### config.mk
export PLATFORM = sky130hd
export DESIGN_NAME = dram_cmd_scheduler
export DESIGN_NICKNAME = d
export VERILOG_FILES = /design/src/rtl/dram_cmd_scheduler.sv
export SDC_FILE = /design/constraint.sdc
export NUM_CORES = 1
export LEC_CHECK = 0
export CAP_MARGIN = 20
export CORE_ASPECT_RATIO = 1.4
export CORE_MARGIN = 1.5
export CORE_UTILIZATION = 40
export CTS_BUF_LIST = sky130_fd_sc_hd__clkbuf_4 sky130_fd_sc_hd__clkbuf_8 sky130_fd_sc_hd__clkbuf_16
export DETAILED_ROUTE_END_ITERATION = 12
export GPL_ROUTABILITY_DRIVEN = 0
export GPL_TIMING_DRIVEN = 0
export PLACE_DENSITY = 0.7
export SLEW_MARGIN = 20
export SYNTH_ARGS = -nofsm -noshare
export SYNTH_HDL_FRONTEND = slang
export SYNTH_SLANG_ARGS = --single-unit
export TNS_END_PERCENT = 1
### constraint.sdc
create_clock -name CLK -period 1.95 [get_ports CLK]
set_input_delay 0.585 -clock CLK [delete_from_list [all_inputs] [get_ports CLK]]
set_output_delay 0.585 -clock CLK [all_outputs]
set_load 0.05 [all_outputs]
### src/rtl/dram_cmd_scheduler.sv
// Closed-page DRAM command sequencer: ACT -> RD/WR -> PRE per request, gated by init_valid.
// Build option DRAM_SCHED_REFRESH_EN adds the periodic REF generator, ref_pending and ref_overflow.
module dram_cmd_scheduler #(
  parameter int CNT_W  = 12,
  parameter int ADDR_W = 17,
  parameter int T_RCD  = 16,
  parameter int T_RTP  = 8,
  parameter int T_WTP  = 24,
  parameter int T_RP   = 16,
  parameter int T_RFC  = 350,
  parameter int T_REFI = 3120
) (
  input  logic              CLK,
  input  logic              RST,
  input  logic              init_valid,
  input  logic              req_valid,
  output logic              req_ready,
  input  logic              req_wr,
  input  logic [1:0]        req_bg,
  input  logic [1:0]        req_ba,
  input  logic [ADDR_W-1:0] req_row,
  input  logic [9:0]        req_col,
  output logic [2:0]        cmd,
  output logic [1:0]        cmd_bg,
  output logic [1:0]        cmd_ba,
  output logic [ADDR_W-1:0] cmd_addr,
  output logic              busy,
  output logic              ref_overflow
);

  typedef enum logic [3:0] {
    WAIT_INIT, IDLE, ACTIVATE, ACT_WAIT, RW_CMD, RW_WAIT,
    PRECHARGE, PRE_WAIT, REFRESH, REF_WAIT
  } state_t;

  localparam logic [2:0] C_NOP = 3'd0, C_ACT = 3'd1, C_RD = 3'd2,
                         C_WR  = 3'd3, C_PRE = 3'd4, C_REF = 3'd5;

  // A wait state lasts gap-1 cycles, so it ends when the count reaches gap-2.
  localparam logic [CNT_W-1:0] RCD_END = CNT_W'(T_RCD - 2);
  localparam logic [CNT_W-1:0] RTP_END = CNT_W'(T_RTP - 2);
  localparam logic [CNT_W-1:0] WTP_END = CNT_W'(T_WTP - 2);
  localparam logic [CNT_W-1:0] RP_END  = CNT_W'(T_RP - 2);

  state_t            state, state_nxt;
  logic [CNT_W-1:0]  cnt;
  logic              lat_wr;
  logic [1:0]        lat_bg, lat_ba;
  logic [ADDR_W-1:0] lat_row;
  logic [9:0]        lat_col;
  logic              ref_pending;
  logic              handshake;
  logic [CNT_W-1:0]  rw_end;

  assign req_ready = (state == IDLE) && !ref_pending;
  assign handshake = req_valid && req_ready;
  assign busy      = (state != IDLE);
  assign rw_end    = lat_wr ? WTP_END : RTP_END;

  always_ff @(posedge CLK or posedge RST)
    if (RST) state <= WAIT_INIT;
    else     state <= state_nxt;

  // A gap of 1 has no wait cycles, so the command state hops straight on.
  always_comb begin
    state_nxt = state;
    case (state)
      WAIT_INIT: if (init_valid) state_nxt = IDLE;
      IDLE: begin
`ifdef DRAM_SCHED_REFRESH_EN
        if (ref_pending)    state_nxt = REFRESH;
        else
`endif
        if (handshake)      state_nxt = ACTIVATE;
      end
      ACTIVATE:  state_nxt = (T_RCD > 1) ? ACT_WAIT : RW_CMD;
      ACT_WAIT:  if (cnt == RCD_END) state_nxt = RW_CMD;
      RW_CMD:    state_nxt = (((lat_wr ? T_WTP : T_RTP)) > 1) ? RW_WAIT : PRECHARGE;
      RW_WAIT:   if (cnt == rw_end) state_nxt = PRECHARGE;
      PRECHARGE: state_nxt = (T_RP > 1) ? PRE_WAIT : IDLE;
      PRE_WAIT:  if (cnt == RP_END) state_nxt = IDLE;
`ifdef DRAM_SCHED_REFRESH_EN
      REFRESH:   state_nxt = (T_RFC > 1) ? REF_WAIT : IDLE;
      REF_WAIT:  if (cnt == CNT_W'(T_RFC - 2)) state_nxt = IDLE;
`endif
      default:   state_nxt = WAIT_INIT;
    endcase
  end

  always_comb begin
    cmd      = C_NOP;
    cmd_bg   = '0;
    cmd_ba   = '0;
    cmd_addr = '0;
    case (state)
      ACTIVATE: begin
        cmd      = C_ACT;
        cmd_bg   = lat_bg;
        cmd_ba   = lat_ba;
        cmd_addr = lat_row;
      end
      RW_CMD: begin
        cmd      = lat_wr ? C_WR : C_RD;
        cmd_bg   = lat_bg;
        cmd_ba   = lat_ba;
        cmd_addr = ADDR_W'(lat_col);
      end
      PRECHARGE: begin
        cmd    = C_PRE;
        cmd_bg = lat_bg;
        cmd_ba = lat_ba;
      end
`ifdef DRAM_SCHED_REFRESH_EN
      REFRESH: cmd = C_REF;
`endif
      default: ;
    endcase
  end

  always_ff @(posedge CLK or posedge RST)
    if (RST) cnt <= '0;
    else if (state inside {ACT_WAIT, RW_WAIT, PRE_WAIT, REF_WAIT}) cnt <= cnt + CNT_W'(1);
    else cnt <= '0;

  always_ff @(posedge CLK or posedge RST)
    if (RST) begin
      lat_wr  <= 1'b0;
      lat_bg  <= '0;
      lat_ba  <= '0;
      lat_row <= '0;
      lat_col <= '0;
    end else if (handshake) begin
      lat_wr  <= req_wr;
      lat_bg  <= req_bg;
      lat_ba  <= req_ba;
      lat_row <= req_row;
      lat_col <= req_col;
    end

`ifdef DRAM_SCHED_REFRESH_EN
  localparam int RT_W = $clog2(T_REFI);

  logic [RT_W-1:0] ref_timer;
  logic            ref_ovf;

  // The interval clock free-runs from the first IDLE; a wrap with a REF still owed is an overflow.
  always_ff @(posedge CLK or posedge RST)
    if (RST) begin
      ref_timer   <= '0;
      ref_pending <= 1'b0;
      ref_ovf     <= 1'b0;
    end else if (state != WAIT_INIT) begin
      if (ref_timer == RT_W'(T_REFI - 1)) begin
        ref_timer   <= '0;
        ref_pending <= 1'b1;
        if (ref_pending) ref_ovf <= 1'b1;
      end else begin
        ref_timer <= ref_timer + RT_W'(1);
        if (state == REFRESH) ref_pending <= 1'b0;
      end
    end

  assign ref_overflow = ref_ovf;
`else
  assign ref_pending  = 1'b0;
  assign ref_overflow = 1'b0;
`endif

endmodule

==> impl_metrics.py <==
metrics = {
    "final_layout": {
        "fill_cells": 449,
        "final_nets": 295,
        "multi_input_area_um2": 973,
        "area_growth_pct": 47.8,
        "antennaDiodeCount": 0,
        "layout-drive-gt1-share_pct": 39.5,
        "ff_latch_area_um2": 1180,
    },
    "synthesis": {
        "synth_top_cell_area_share_pct": 54.6,
        "synth_edf_count": 0,
        "synth_xor_xnor_area_share_pct": 4.47,
        "synth-async-reset-ratio_pct": 100,
        "synth_cells": 179,
        "synth_top_family_by_area": "multiplexers",
        "yosys.area.top_type": "dfrtp_1",
        "synth.most_common_cell": "dfrtp_1",
        "synthMuxAreaShare_pct": 16.7,
        "synthAdderAreaFrac_pct": 1.16,
        "ys_types": 34,
        "ys_warn_count": 0,
        "synth.avg_cell_area_um2": 12.0,
        "synthTopCellsByArea": "dfrtp_1 (55%), mux2_2 (16%), a22o_1 (4.1%), and2_1 (3.2%), xor2_1 (2.8%)",
        "synth_area_um2": 2160,
        "synth_commonest_cells": "dfrtp_1 (47), mux2_2 (30), nor2_1 (15), and2_1 (11), a22o_1 (10)",
        "synth_flop_cell": "dfrtp_1",
        "seq_area_frac_synth_pct": 54.6,
        "syn_nets": 217,
        "synthSimpleGateAreaFrac_pct": 13.2,
        "synth_compound_area_share_pct": 6.56,
        "synth_seq_cells": 47,
    },
    "timing": {
        "setup_ws_ns": -0.218,
        "rsz0062_at_grt": "yes",
        "hold_viol_final": 0,
        "fin_tns_setup_ns": -3.52,
        "finalCritPeriodShare_pct": 111,
        "slew_viol_final": 0,
        "setup_viol": 24,
        "layout_min_cycle_time_ns": 2.17,
        "clock.fmax_ghz": 0.461,
        "skew_ns": 0.00374,
    },
    "detailed_routing": {
        "ant_nets": 0,
        "vias_per_cell": 4.98,
        "wl_mm": 4.74,
        "vias": 1613,
        "drt_iter0_drc": 64,
        "dr.pass1.iters": 4,
        "route.detailed.drc": 0,
        "wl_per_cell_um": 14.6,
    },
    "setup_path": {
        "crit_fanout": 5,
        "max_stage_delay_ns": 0.43,
        "cp-start-kind": "flip-flop",
        "crit_slowest_cell": "dfrtp_2",
        "cp.required_ns": 1.36,
        "arrival_ns": 1.58,
        "cp_cell_sequence": "inv_4 -> nand2_4 -> nor2_4 -> buf_8 -> a22o_1 -> buf_6",
        "critical_path_class": "reg2out",
        "crit_path_end_kind": "output pin",
    },
    "global_route": {
        "antenna_found_initial": 0,
        "grt_pass1_wl_mm": 8.29,
        "grt_max_degree": 34,
        "grt_overflow": 0,
        "grt_usage_pct": 18.2,
        "grt_pass1_vias": 1714,
    },
    "clock_tree": {
        "cts_buffer_depth": 2,
        "clk_latency_ns": 0.29,
        "h-tree-depth": 2,
        "cts_tree": "built",
        "cts-buffers-inserted": 5,
        "cts_hold_buf": 0,
        "clock-sinks": 47,
        "clk_pin_slew_ns": 0.08,
        "clock-root-buffer": "clkbuf_8",
    },
    "power_and_ir_drop": {
        "cellPowerDensity_nw_per_um2": 789,
        "peakVddDrop_mv": 0.510,
        "power.leakage_nw": 1.42,
    },
    "die": {
        "fp.coreArea_um2": 5200,
        "die_y_um": 89.9,
        "start_util_pct": 41.5,
        "die_area_um2": 5850,
        "die_w_um": 65.0,
        "io_pins": 63,
        "fp-row-count": 31,
    },
    "hold_path": {
        "holdCritPathClass": "reg2reg",
    },
    "place": {
        "preCtsSetupSlack_ns": -1.17,
        "hpwl_mm": 3.25,
        "port_buffers": 61,
    },
    "flow_run": {
        "drv_cap": 0,
    },
    "status": {
        "status": "finished, violations left",
        "violations": "setup timing",
    },
}
==> power by group <==
part	leakage (nW)	internal, W	switching (W)
logic	0.790	0.000348	0.000301
clock network	0.0491	0.000280	0.000309
registers	0.582	0.00115	0.000122
==> flip-flops by register name, summed over array words and instances, names as in the netlist <==
name     cells
lat_row     17
cnt         12
lat_col     10
state        3
lat_ba       2
lat_bg       2
lat_wr       1
==> worst paths after layout <==
kind	start	end	cells after the start	slack [ns]
min in group asynchronous	RST	lat_wr$_DFFE_PP0P_	2	0.56
setup reg to reg	state[1]$_DFFE_PP0P_	lat_row[1]$_DFFE_PP0P_	5	0.15
max in group asynchronous	RST	state[1]$_DFFE_PP0P_	3	0.89
hold reg to reg	lat_col[6]$_DFFE_PP0P_	lat_col[6]$_DFFE_PP0P_	1	0.50
setup / recovery	state[2]$_DFFE_PP0P_	cmd_addr[9]	6	-0.22
hold / removal	lat_col[6]$_DFFE_PP0P_	lat_col[6]$_DFFE_PP0P_	1	0.50
==> layout make-up <==
type | instances | area share (%)
inverters | 6 | 0.786
clock buffers | 7 | 2.63
multi-input cells | 117 | 30.6
well taps | 66 | 2.59
plain buffers | 9 | 2.20
repair buffers | 71 | 24.1
clock inverters | 1 | 0.157
flip-flops and latches | 47 | 37.0
==> cell usage in the layout (no fill, tap or decap), types with 2 or more instances in the layout <==
master	count
buf_4	9
dfrtp_1	45
nand4_1	3
xor2_1	7
buf_12	2
dfrtp_2	2
a21oi_1	3
nand2_1	4
buf_6	19
mux2_1	2
buf_8	9
xnor2_1	4
and2_1	4
clkbuf_8	5
inv_2	2
nor2_2	2
inv_1	3
buf_2	3
a22o_1	10
and2_4	7
mux2_2	30
clkdlybuf4s50_1	35
ha_1	2
nand3_1	6
nor2_1	13
and4_1	2
clkbuf_4	3
clkbuf_1	2
==> through the flow <==
| stage | instance area (um^2) | instances | total power (W) | utilization [%] | hold slack [ns] |
|---|---|---|---|---|---|
| 3_5_place_dp | 2870 | 307 | 0.00188 | 55.2 | 0.488 |
| 6_report | 3190 | 324 | 0.00251 | 61.3 | 0.500 |
| 4_1_cts | 3130 | 322 | 0.00252 | 60.3 | 0.507 |
| 2_1_floorplan | 2160 | 179 | 0.00166 | - | 0.459 |
| 5_1_grt | 3190 | 324 | 0.00265 | 61.3 | 0.517 |
| 3_3_place_gp | 2850 | 306 | 0.00186 | 54.9 | 0.481 |
==> kinds of logic after synthesis <==
kind of cell               after synthesis
AOI/OAI and AO/OA                       19
xor gates and xnor gates                11
adders and majority gates                2
buffers and inverters                   15
DFF                                     47
muxes                                   32
other                                    1
and+or+nand+nor                         52
==> metal layers <==
layer  share of wire, %  up-vias  GRT usage, %
met4               0.86        0          5.21
met1                 41      786          22.7
met5                  0        -             0
li1                   -      777             -
met3                6.3        4          5.26
met2                 52       46          30.4
==> worst max-delay path: cells and delay by family (launching register included) <==
| family | cells | cell delay (ns) |
|---|---|---|
| simple gates | 2 | 0.31 |
| flops | 1 | 0.43 |
| compound gates | 1 | 0.14 |
| buf+inv | 3 | 0.41 |
==> timing repair <==
action | 4_1_cts | 5_1_grt
endpoints found under the hold margin | 0 | 0
pin swaps | 10 | 4
endpoints found under the setup margin | 26 | 36
buffers inserted | 6 | 2
gates cloned | 1 | 0
resized for setup | 197 | 21
Power figures use the tool's default switching activity.
